[src/rtl/i2c_cfg_sequencer_if.sv]
// Handshake bundle between the config sequencer, its table ROM and the byte-level I2C write engine.
// The master side is the sequencer; the slave side is the engine plus ROM.
interface i2c_cfg_sequencer_if #(
    parameter int ADDR_W = 5
);
    logic [ADDR_W-1:0] tbl_addr;
    logic [23:0]       tbl_data;
    logic              wr_req;
    logic [7:0]        wr_slave;
    logic [7:0]        wr_reg;
    logic [7:0]        wr_data;
    logic              wr_busy;
    logic              wr_done;
    logic              wr_nack;

    modport master (
        output tbl_addr, wr_req, wr_slave, wr_reg, wr_data,
        input  tbl_data, wr_busy, wr_done, wr_nack
    );

    modport slave (
        input  tbl_addr, wr_req, wr_slave, wr_reg, wr_data,
        output tbl_data, wr_busy, wr_done, wr_nack
    );
endinterface

[src/rtl/i2c_cfg_sequencer.sv]
// Power-up I2C register configuration: delay, then write each {slave, reg, data} table entry
// through the write engine with a fixed inter-write gap and bounded retries.
module i2c_cfg_sequencer #(
    parameter int N_ENTRIES = 11,
    parameter int ADDR_W    = 5,
    parameter int PWRUP_DLY = 91000000,
    parameter int GAP_DLY   = 400,
    parameter int MAX_RETRY = 3,
    parameter int WAIT_TMO  = 4096
) (
    input  logic                       i_clock_in,
    input  logic                       i_reset,
    input  logic                       i_start,
    i2c_cfg_sequencer_if.master        bus,
    output logic                       o_cfg_done,
    output logic                       o_cfg_err,
    output logic [ADDR_W-1:0]          o_err_idx,
    output logic [7:0]                 o_entry_cnt
);
    localparam int PW_W = (PWRUP_DLY > 0) ? $clog2(PWRUP_DLY + 1) : 1;
    localparam int GP_W = (GAP_DLY > 0)   ? $clog2(GAP_DLY + 1)   : 1;
    localparam int RT_W = (MAX_RETRY > 0) ? $clog2(MAX_RETRY + 1) : 1;
    localparam int TM_W = (WAIT_TMO > 0)  ? $clog2(WAIT_TMO + 1)  : 1;

    typedef enum logic [3:0] {
        S_IDLE, S_PWRUP, S_FETCH, S_LOAD, S_ISSUE, S_WAIT, S_GAP, S_DONE, S_ERROR
    } state_t;

    state_t            r_state, w_next, w_after_pwrup, w_after_write;
    logic [PW_W-1:0]   r_pw_cnt;
    logic [GP_W-1:0]   r_gap_cnt;
    logic [TM_W-1:0]   r_tmo_cnt;
    logic [RT_W-1:0]   r_retry;
    logic [ADDR_W-1:0] r_idx, r_err_idx;
    logic [7:0]        r_entry_cnt, r_slave, r_reg, r_data;
    logic              w_last, w_ok, w_fail, w_tmo, w_can_retry;

    assign w_last        = (r_idx == ADDR_W'(N_ENTRIES - 1));
    assign w_tmo         = (r_tmo_cnt == TM_W'(WAIT_TMO - 1));
    assign w_ok          = bus.wr_done & ~bus.wr_nack;
    // A completion in the timeout cycle wins over the timeout itself.
    assign w_fail        = (bus.wr_done & bus.wr_nack) | (~bus.wr_done & w_tmo);
    assign w_can_retry   = (r_retry < RT_W'(MAX_RETRY));
    assign w_after_pwrup = (N_ENTRIES == 0) ? S_DONE : S_FETCH;
    assign w_after_write = (GAP_DLY == 0) ? S_FETCH : S_GAP;

    always_ff @(posedge i_clock_in) begin
        if (i_reset) r_state <= S_IDLE;
        else         r_state <= w_next;
    end

    always_comb begin
        w_next = r_state;
        case (r_state)
            S_IDLE:  if (i_start) w_next = (PWRUP_DLY == 0) ? w_after_pwrup : S_PWRUP;
            S_PWRUP: if (r_pw_cnt == PW_W'(PWRUP_DLY - 1)) w_next = w_after_pwrup;
            S_FETCH: w_next = S_LOAD;
            S_LOAD:  w_next = S_ISSUE;
            S_ISSUE: if (bus.wr_busy) w_next = S_WAIT;
            S_WAIT: begin
                if (w_ok)        w_next = w_last ? S_DONE : w_after_write;
                else if (w_fail) w_next = w_can_retry ? w_after_write : S_ERROR;
            end
            S_GAP:   if (r_gap_cnt == GP_W'(GAP_DLY - 1)) w_next = S_FETCH;
            default: w_next = r_state;
        endcase
    end

    always_comb begin
        bus.wr_req = (r_state == S_ISSUE);
        o_cfg_done = (r_state == S_DONE);
        o_cfg_err  = (r_state == S_ERROR);
    end

    always_ff @(posedge i_clock_in) begin
        if (i_reset) begin
            r_pw_cnt    <= '0;
            r_gap_cnt   <= '0;
            r_tmo_cnt   <= '0;
            r_retry     <= '0;
            r_idx       <= '0;
            r_err_idx   <= '0;
            r_entry_cnt <= '0;
            r_slave     <= '0;
            r_reg       <= '0;
            r_data      <= '0;
        end else begin
            r_pw_cnt  <= (r_state == S_PWRUP) ? r_pw_cnt + 1'b1 : '0;
            r_gap_cnt <= (r_state == S_GAP)   ? r_gap_cnt + 1'b1 : '0;
            r_tmo_cnt <= (r_state == S_WAIT)  ? r_tmo_cnt + 1'b1 : '0;
            if (r_state == S_LOAD) {r_slave, r_reg, r_data} <= bus.tbl_data;
            if (r_state == S_WAIT) begin
                if (w_ok) begin
                    if (r_entry_cnt != 8'hFF) r_entry_cnt <= r_entry_cnt + 8'd1;
                    r_retry <= '0;
                    if (!w_last) r_idx <= r_idx + 1'b1;
                end else if (w_fail) begin
                    if (w_can_retry) r_retry   <= r_retry + 1'b1;
                    else             r_err_idx <= r_idx;
                end
            end
        end
    end

    assign bus.tbl_addr = r_idx;
    assign bus.wr_slave = r_slave;
    assign bus.wr_reg   = r_reg;
    assign bus.wr_data  = r_data;
    assign o_err_idx    = r_err_idx;
    assign o_entry_cnt  = r_entry_cnt;
endmodule

[src/flat_wrapper.sv]
// flat-port wrapper written by rule: the top's interface ports become plain ports
module i2c_cfg_sequencer_flat 
#(
    parameter int N_ENTRIES = 11,
    parameter int ADDR_W    = 5,
    parameter int PWRUP_DLY = 91000000,
    parameter int GAP_DLY   = 400,
    parameter int MAX_RETRY = 3,
    parameter int WAIT_TMO  = 4096
)
  (i_clock_in, i_reset, i_start, o_cfg_done, o_cfg_err, o_err_idx, o_entry_cnt, bus_tbl_addr, bus_wr_req, bus_wr_slave, bus_wr_reg, bus_wr_data, bus_tbl_data, bus_wr_busy, bus_wr_done, bus_wr_nack);
  i2c_cfg_sequencer_if #(.ADDR_W(ADDR_W)) bus_i ();
  input  logic i_clock_in;
  input  logic i_reset;
  input  logic i_start;
  output logic o_cfg_done;
  output logic o_cfg_err;
  output logic [ADDR_W-1:0] o_err_idx;
  output logic [7:0] o_entry_cnt;
  output wire logic [$bits(bus_i.tbl_addr)-1:0] bus_tbl_addr;
  output wire logic [$bits(bus_i.wr_req)-1:0] bus_wr_req;
  output wire logic [$bits(bus_i.wr_slave)-1:0] bus_wr_slave;
  output wire logic [$bits(bus_i.wr_reg)-1:0] bus_wr_reg;
  output wire logic [$bits(bus_i.wr_data)-1:0] bus_wr_data;
  input wire logic [$bits(bus_i.tbl_data)-1:0] bus_tbl_data;
  input wire logic [$bits(bus_i.wr_busy)-1:0] bus_wr_busy;
  input wire logic [$bits(bus_i.wr_done)-1:0] bus_wr_done;
  input wire logic [$bits(bus_i.wr_nack)-1:0] bus_wr_nack;
  assign bus_tbl_addr = bus_i.tbl_addr;
  assign bus_wr_req = bus_i.wr_req;
  assign bus_wr_slave = bus_i.wr_slave;
  assign bus_wr_reg = bus_i.wr_reg;
  assign bus_wr_data = bus_i.wr_data;
  assign bus_i.tbl_data = bus_tbl_data;
  assign bus_i.wr_busy = bus_wr_busy;
  assign bus_i.wr_done = bus_wr_done;
  assign bus_i.wr_nack = bus_wr_nack;
  i2c_cfg_sequencer #(.N_ENTRIES(N_ENTRIES), .ADDR_W(ADDR_W), .PWRUP_DLY(PWRUP_DLY), .GAP_DLY(GAP_DLY), .MAX_RETRY(MAX_RETRY), .WAIT_TMO(WAIT_TMO)) u_core (.i_clock_in(i_clock_in), .i_reset(i_reset), .i_start(i_start), .bus(bus_i), .o_cfg_done(o_cfg_done), .o_cfg_err(o_cfg_err), .o_err_idx(o_err_idx), .o_entry_cnt(o_entry_cnt));
endmodule
[config.mk]
export PLATFORM = sky130hd
export DESIGN_NAME = i2c_cfg_sequencer_flat
export DESIGN_NICKNAME = d
export VERILOG_FILES = /design/src/rtl/i2c_cfg_sequencer_if.sv /design/src/rtl/i2c_cfg_sequencer.sv /design/src/flat_wrapper.sv
export SDC_FILE = /design/constraint.sdc
export NUM_CORES = 1
export LEC_CHECK = 0
export BUFFER_PORTS_ARGS = -buffer_cell sky130_fd_sc_hd__buf_2
export CAP_MARGIN = 15
export CORE_ASPECT_RATIO = 1.25
export CORE_MARGIN = 2
export CORE_UTILIZATION = 47
export DETAILED_ROUTE_END_ITERATION = 10
export GPL_ROUTABILITY_DRIVEN = 0
export GPL_TIMING_DRIVEN = 0
export PLACE_DENSITY = 0.69
export SETUP_SLACK_MARGIN = 0.02
export SYNTH_ARGS = -nofsm -noshare
export SYNTH_HDL_FRONTEND = slang
export SYNTH_SLANG_ARGS = --single-unit
export TNS_END_PERCENT = 30
[constraint.sdc]
create_clock -name i_clock_in -period 3.1 [get_ports i_clock_in]
set_clock_uncertainty 0.15 [all_clocks]
set_input_delay 0.155 -clock i_clock_in [delete_from_list [all_inputs] [get_ports i_clock_in]]
set_output_delay 0.155 -clock i_clock_in [all_outputs]
set_load 0.02 [all_outputs]
==> impl_metrics.env, run 1 <==
export IMPL_cts_buffers=9
export IMPL_root_buffer="clkbuf_8"
export IMPL_cp_top_family="simple AND/OR/NAND/NOR gates"
export IMPL_setup_violations=0
export IMPL_drv_cap=0
export IMPL_die_w_um=88.1
export IMPL_yosysTopAreaCell="dfxtp_1"
export IMPL_worstPathRequired_ns=3.20
export IMPL_clk_path_buf_depth=2
export IMPL_worst_setup_path_start_kind="flop"
export IMPL_whs_ns=0.0638
export IMPL_via_per_inst=5.04
export IMPL_period_share_pct=74.1
export IMPL_rsz0062_at_grt="no"
export IMPL_slew_headroom_pct=65.3
export IMPL_synthTopCellsByArea="dfxtp_1, nor2_1, nand2_1, xnor2_1, xor2_1"
export IMPL_grt_overflow=0
export IMPL_worstSkewPairLatency_ns=0.37
export IMPL_timing_fmax_ghz=0.435
export IMPL_p_sw_share_pct=27.7
export IMPL_p_comb_share_pct=15.1
export IMPL_grt_util_all_layers_pct=19.4
export IMPL_switchingPower_uw=695
export IMPL_min_period_ns=2.30
export IMPL_fin_tns_setup_ns=0
export IMPL_ys_flop_type="dfxtp_1"
export IMPL_p_leak_uw=0.00188
export IMPL_ir_worst_vdd_mv=0.288
export IMPL_syn_inst=485
export IMPL_cts_setup_buffers=0
export IMPL_setup_slack_ns=0.802
export IMPL_totalWireLength_um=9080
export IMPL_slew_viol_final=0
export IMPL_dieArea_um2=9600
export IMPL_place_hpwl_um=6320
export IMPL_cts_hold_buf=24
export IMPL_crit_type="flop to flop"
export IMPL_grt_max_degree=17
export IMPL_vias=3619
export IMPL_synth_distinct_cells=45
export IMPL_pin_count=75
export IMPL_p_per_area_nw_per_um2=492
export IMPL_drc_errors=0
export IMPL_timing_hold_violations_final=0
export IMPL_seq_power_share_pct=52.9
export IMPL_final_cell_area_um2=5100
export IMPL_cpMaxStageDelayCell="or4_4"
export IMPL_reg_top3="u_core.r_pw_cnt x27, u_core.r_tmo_cnt x13, u_core.r_gap_cnt x9"
export IMPL_netlist_area_um2=4150
export IMPL_largest_reg_flops=27
export IMPL_grt_pass1_vias=3305
export IMPL_critPathMaxFanout=4
export IMPL_wl_per_cell_um=12.6
export IMPL_dp_slack_ns=0.774
export IMPL_grt_pass1_wl_um=14700
export IMPL_ys_seq_elements=97
export IMPL_top_register="u_core.r_pw_cnt"
export IMPL_tritoncts="done"
export IMPL_crit_path_max_incr_delay_ns=0.54
export IMPL_power_internal_uw=1810
export IMPL_nNetsFinal=630
export IMPL_yosys_warnings=0
export IMPL_cp_end_kind="flop"
export IMPL_avgSynthCellArea_um2=8.56
export IMPL_placed_area_um2=4670
export IMPL_outcome="finished, final reports clean"
export IMPL_detail_route_antenna_nets=0
export IMPL_path_clk_slew_ns=0.09
export IMPL_antenna_found_initial=0
export IMPL_crit_buf_inv=0
export IMPL_power_frac_clock_pct=32.0
export IMPL_start_util_pct=48.0
export IMPL_die_h_um=109
export IMPL_rows=38
export IMPL_synthToLayoutAreaGrowth_pct=22.9
export IMPL_io_buffers=73
export IMPL_utilization_pct=59.0
export IMPL_cts_sinks=97
export IMPL_synthArstFlopShare_pct=0
export IMPL_synthesis_nets=522
export IMPL_post_cts_resized=0
export IMPL_cts_htree_levels=3
export IMPL_worstHoldPathType="input port to flop"
export IMPL_final_layout_size_suffix_gt1_share_pct=17.4
export IMPL_synth_edf_count=0
export IMPL_synth_top_area_share_pct=46.8
export IMPL_drt_iter0_drc=125
export IMPL_yosysSeqAreaShare_pct=46.8
export IMPL_path_cells="ha_1, and3_4, a41oi_1, or4_4, nor3_4, mux2_1"
export IMPL_core_um2=8650
export IMPL_worst_ep_arrival_time_ns=2.40
export IMPL_worstMarginPinSlew_ns=0.516
export IMPL_dr_pass1_iters=5
export IMPL_diodes=0
==> final timing paths <==
kind | startpoint | to | slack (ns) | cells past startpoint
max | u_core.r_gap_cnt[0]$_SDFF_PP0_ | u_core.r_state[1]$_SDFFE_PP0P_ | 0.80 | 6
min | bus_wr_done | u_core.r_retry[1]$_SDFFE_PP0P_ | 0.06 | 3
max reg2reg | u_core.r_gap_cnt[0]$_SDFF_PP0_ | u_core.r_state[1]$_SDFFE_PP0P_ | 0.80 | 6
min reg2reg | u_core.bus.wr_slave[1]$_SDFFE_PP0P_ | u_core.bus.wr_slave[1]$_SDFFE_PP0P_ | 0.31 | 2
==> cell type report <==
cell class	count	area, µm²
Multi-Input combinational cell	357	2090
Inverter	10	37.5
Sequential cell	97	1940
Fill cell	797	3550
Clock buffer	9	124
Clock inverter	7	71.3
Tap cell	120	150
Buffer	21	85.1
Timing Repair Buffer	97	606
==> power groups by stage <==
stage	Clock, µW	Combinational [µW]	Sequential [µW]
2_1_floorplan	0	221	1380
3_5_place_dp	0	357	1350
4_1_cts	825	382	1330
3_3_place_gp	0	350	1350
5_1_grt	870	421	1330
6_report	802	380	1330
==> placed cells by master (no fill, tap or decap), drive strengths merged, types with 17 or more instances in the layout <==
| cell | synthesis | final |
|---|---|---|
| a21oi | 34 | 34 |
| buf | 4 | 77 |
| clkbuf | 17 | 26 |
| dfxtp | 97 | 97 |
| dlygate4sd3 | 0 | 24 |
| nand2 | 67 | 67 |
| nand3 | 21 | 21 |
| nor2 | 77 | 77 |
| nor3 | 17 | 17 |
| xnor2 | 28 | 28 |
| xor2 | 21 | 21 |
==> cell usage after synthesis (2+ instances only) <==
cell / count
nor2b_1: 6
or3_1: 7
nor4b_1: 5
xnor2_1: 28
inv_1: 10
o21ai_0: 6
a2111oi_0: 2
nor4_1: 3
nor2_1: 77
a21oi_1: 34
nand4_1: 13
and4_1: 5
mux2_1: 3
nand2_1: 67
clkbuf_1: 16
dfxtp_1: 97
ha_1: 7
xor2_1: 21
and3_1: 6
nand3_1: 21
and2_1: 2
mux2i_1: 6
nor3_1: 16
buf_2: 4
nand2b_1: 3
==> tightest hold or removal path: stages <==
cell,delay (ns)
buf_2,0.13
o2111ai_1,0.19
a21oi_1,0.06
==> stage by stage <==
step | cells | total power (µW)
2_1_floorplan | 485 | 1600
3_3_place_gp | 678 | 1700
3_5_place_dp | 678 | 1710
4_1_cts | 718 | 2530
5_1_grt | 718 | 2620
6_report | 718 | 2510
==> cell families after synthesis <==
kind of cell | share of synthesized area, %
AOI/OAI and AO/OA | 7.05
adders and majority gates | 2.11
xor gates and xnor gates | 10.3
DFF | 46.8
and+or+nand+nor | 28.5
muxes | 2.26
buffers and inverters | 2.95
==> layer usage <==
layer,track usage [%],share of wire (%),vias up,wire (µm)
met4,10.9,3.2,0,291
met3,3.03,3.6,23,328
met5,0,0,-,0
met2,32.7,49,69,4470
li1,-,-,1854,-
met1,23.2,44,1673,3990
No activity file was read; power rests on OpenSTA's default activity.
==> run 2, diff against run 1 <==
Settings changed: ABC_AREA set to 1, PLACE_DENSITY 0.69 to 0.71.
Clock period 3.1 ns to 1.9 ns, I/O delays scaled along.
==> run 2 against run 1 <==
Effect of this change: highest routed layer unchanged; sequential share of layout area down 3.4 points; core utilization up 2.5 points; register-to-register slack worse by 0.67 ns; non-clock buffer count down 7.
==> impl_metrics.env, run 2 <==
export IMPL_synth_top_area_share_pct=43.9
export IMPL_root_buffer="clkbuf_16"
export IMPL_largest_reg_flops=27
export IMPL_dieArea_um2=10200
export IMPL_placed_area_um2=4940
export IMPL_timing_fmax_ghz=0.566
export IMPL_synthesis_nets=672
export IMPL_worstRegToRegCells=10
export IMPL_grt_pass1_vias=4418
export IMPL_r2r_end="u_core.r_pw_cnt[22]$_SDFF_PP0_"
export IMPL_antenna_found_initial=0
export IMPL_grt_max_degree=17
export IMPL_ys_flop_type="dfxtp_1"
export IMPL_synth_distinct_cells=32
export IMPL_ys_seq_elements=97
export IMPL_synth_top_family_by_area="simple AND/OR/NAND/NOR gates"
export IMPL_register_area_um2=1940
export IMPL_final_layout_size_suffix_gt1_share_pct=18.1
export IMPL_synthToLayoutAreaGrowth_pct=26.9
export IMPL_worst_setup_path_start_kind="flop"
export IMPL_place_hpwl_um=7820
export IMPL_grt_util_all_layers_pct=22.4
export IMPL_final_cells=874
export IMPL_crit_type="flop to flop"
export IMPL_drc_errors=0
export IMPL_via_per_inst=5.09
export IMPL_pin_count=75
export IMPL_yosysMostFrequentCell="nor2_1"
export IMPL_top_register="u_core.r_pw_cnt"
export IMPL_synthTopCellsByArea="dfxtp_1, nor2_1, nand2_1, inv_1, o21ai_0"
export IMPL_worstHoldPathType="input port to flop"
export IMPL_grt_overflow=0
export IMPL_hp_start="bus_wr_nack"
export IMPL_final_common_cell="nor2_1"
export IMPL_clk_path_buf_depth=2
export IMPL_critPathMaxFanout=4
export IMPL_start_util_pct=48.5
export IMPL_use_met1_pct=25.8
export IMPL_p_total_uw=5330
export IMPL_reg_top3="u_core.r_pw_cnt x27, u_core.r_tmo_cnt x13, u_core.r_gap_cnt x9"
export IMPL_final_cell_mix="nor2_1, nand2_1, dfxtp_1"
export IMPL_gr_usage_met2_pct=40.2
export IMPL_cp_end_kind="flop"
export IMPL_slew_viol_final=0
export IMPL_diodes=0
export IMPL_netlist_area_um2=4420
export IMPL_p_leak_uw=0.00220
export IMPL_dr_pass1_iters=5
export IMPL_worstSkewPairLatency_ns=0.34
export IMPL_core_um2=9130
export IMPL_yosysSeqAreaShare_pct=43.9
export IMPL_timing_hold_violations_final=0
export IMPL_die_w_um=90.8
export IMPL_placed_cells=831
export IMPL_worstMarginPinSlew_ns=0.501
export IMPL_setup_violations=0
export IMPL_nNetsFinal=783
export IMPL_outcome="finished, final reports clean"
export IMPL_hold_depth=5
export IMPL_cts_htree_levels=3
export IMPL_cts_buffers=9
export IMPL_wl_per_cell_um=12.6
export IMPL_ir_worst_vdd_mv=0.451
export IMPL_totalWireLength_um=11000
export IMPL_tritoncts="done"
export IMPL_synth_xor_area_share_pct=2.38
export IMPL_utilization_pct=61.5
export IMPL_final_cell_area_um2=5610
export IMPL_drt_iter0_drc=174
export IMPL_die_h_um=112
export IMPL_slew_headroom_pct=66.6
export IMPL_multi_input_comb_area_um2=2240
export IMPL_avgSynthCellArea_um2=6.97
export IMPL_yosysTopAreaCell="dfxtp_1"
export IMPL_busiest_layer="met2"
export IMPL_min_period_ns=1.77
export IMPL_synthSimpleGateAreaFrac_pct=33.7
export IMPL_cts_sinks=97
export IMPL_grt_pass1_wl_um=19100
export IMPL_crit_start="u_core.r_pw_cnt[1]$_SDFF_PP0_"
export IMPL_worst_ep_arrival_time_ns=1.85
export IMPL_nFillCells=821
export IMPL_syn_inst=635
export IMPL_rows=39
export IMPL_timing_rr_start="u_core.r_pw_cnt[1]$_SDFF_PP0_"
export IMPL_synthAdderAreaFrac_pct=1.98
export IMPL_p_per_area_nw_per_um2=949
export IMPL_met3_usage_pct=4.23
export IMPL_yosys_warnings=0
export IMPL_whs_endpoint="u_core.r_retry[0]$_SDFFE_PP0P_"
export IMPL_synth_compound_area_share_pct=10.8
export IMPL_detail_route_antenna_nets=0
export IMPL_io_buffers=73
export IMPL_vias=4445
export IMPL_worstPathRequired_ns=1.98
export IMPL_path_clk_slew_ns=0.07
export IMPL_period_share_pct=93.0
export IMPL_synth_edf_count=0
export IMPL_synthArstFlopShare_pct=0
export IMPL_r2r_slack_ns=0.13
export IMPL_yosys_top_cells_count="nor2_1, nand2_1, dfxtp_1"
export IMPL_synth_mux_area_share_pct=0
export IMPL_drv_cap=0
export IMPL_rsz0062_at_grt="yes"
[run 2: kinds of logic (layout without fill, tap and decap cells)]
logic type / Yosys count / in the layout
DFF: 97 / 97
adders and majority gates: 7 / 7
buffers and inverters: 83 / 199
AOI/OAI and AO/OA: 93 / 93
and+or+nand+nor: 343 / 343
xor gates and xnor gates: 12 / 12
[run 2: power by group]
group / switching (µW) / internal, µW / total [µW]
logic: 726 / 389 / 1120
registers: 101 / 2170 / 2270
clock network: 776 / 1170 / 1940
total: 1600 / 3720 / 5330
[run 2: area by class of cell]
type                            count  share of cell area (%)
Inverter                           72                    4.82
Multi-Input combinational cell    455                    40.0
Tap cell                          123                    2.74
Sequential cell                    97                    34.6
Buffer                             11                   0.892
Clock buffer                       11                    4.15
Timing Repair Buffer              100                    11.2
Clock inverter                      5                    1.58
[run 2: what timing repair did]
action	CTS	global route
hold buffers	24	0
pin swaps	0	5
endpoints found under the setup margin	3	41
hold endpoints to repair	24	0
resized for setup	1	27
setup buffers	0	3
gates cloned	0	0
[run 2: worst max-delay path by stage]
stage / cells past startpoint / slack, ns / end
floorplan: 9 / 0.21 / u_core.o_entry_cnt[4]$_SDFFE_PP0P_
global placement: 7 / -0.03 / u_core.r_pw_cnt[16]$_SDFF_PP0_
detailed placement: 8 / -0.07 / u_core.r_pw_cnt[24]$_SDFF_PP0_
CTS: 10 / -0.02 / u_core.r_pw_cnt[22]$_SDFF_PP0_
global route: 9 / -0.003 / u_core.o_entry_cnt[4]$_SDFFE_PP0P_
finish: 10 / 0.13 / u_core.r_pw_cnt[22]$_SDFF_PP0_
[run 2: metal layers]
layer,share of wire (%),wire (µm)
met5,0,0
met4,3.6,396
met3,4.2,463
met2,51,5650
met1,41,4530
[run 2: metrics by stage]
stage	setup WS [ns]	hold WS, ns	TNS, ns
final	0.133	0.0573	0
after global routing	-0.00331	0.0690	-0.00331
after CTS	-0.0214	0.0390	-0.0214
after detailed placement	-0.0658	0.201	-0.120
after global placement	-0.0263	0.195	-0.0462
after floorplan	0.209	0.112	0
[run 2: worst max-delay path: stages, from the launching register on]
cell      delay (ns)
dfxtp_1         0.35
ha_2            0.20
nand2_2         0.10
nor2_4          0.12
nand3_2         0.16
nor2_4          0.19
nand2_2         0.10
nor2_2          0.11
nand3b_1        0.09
nand2_1         0.07
nor2_1          0.04
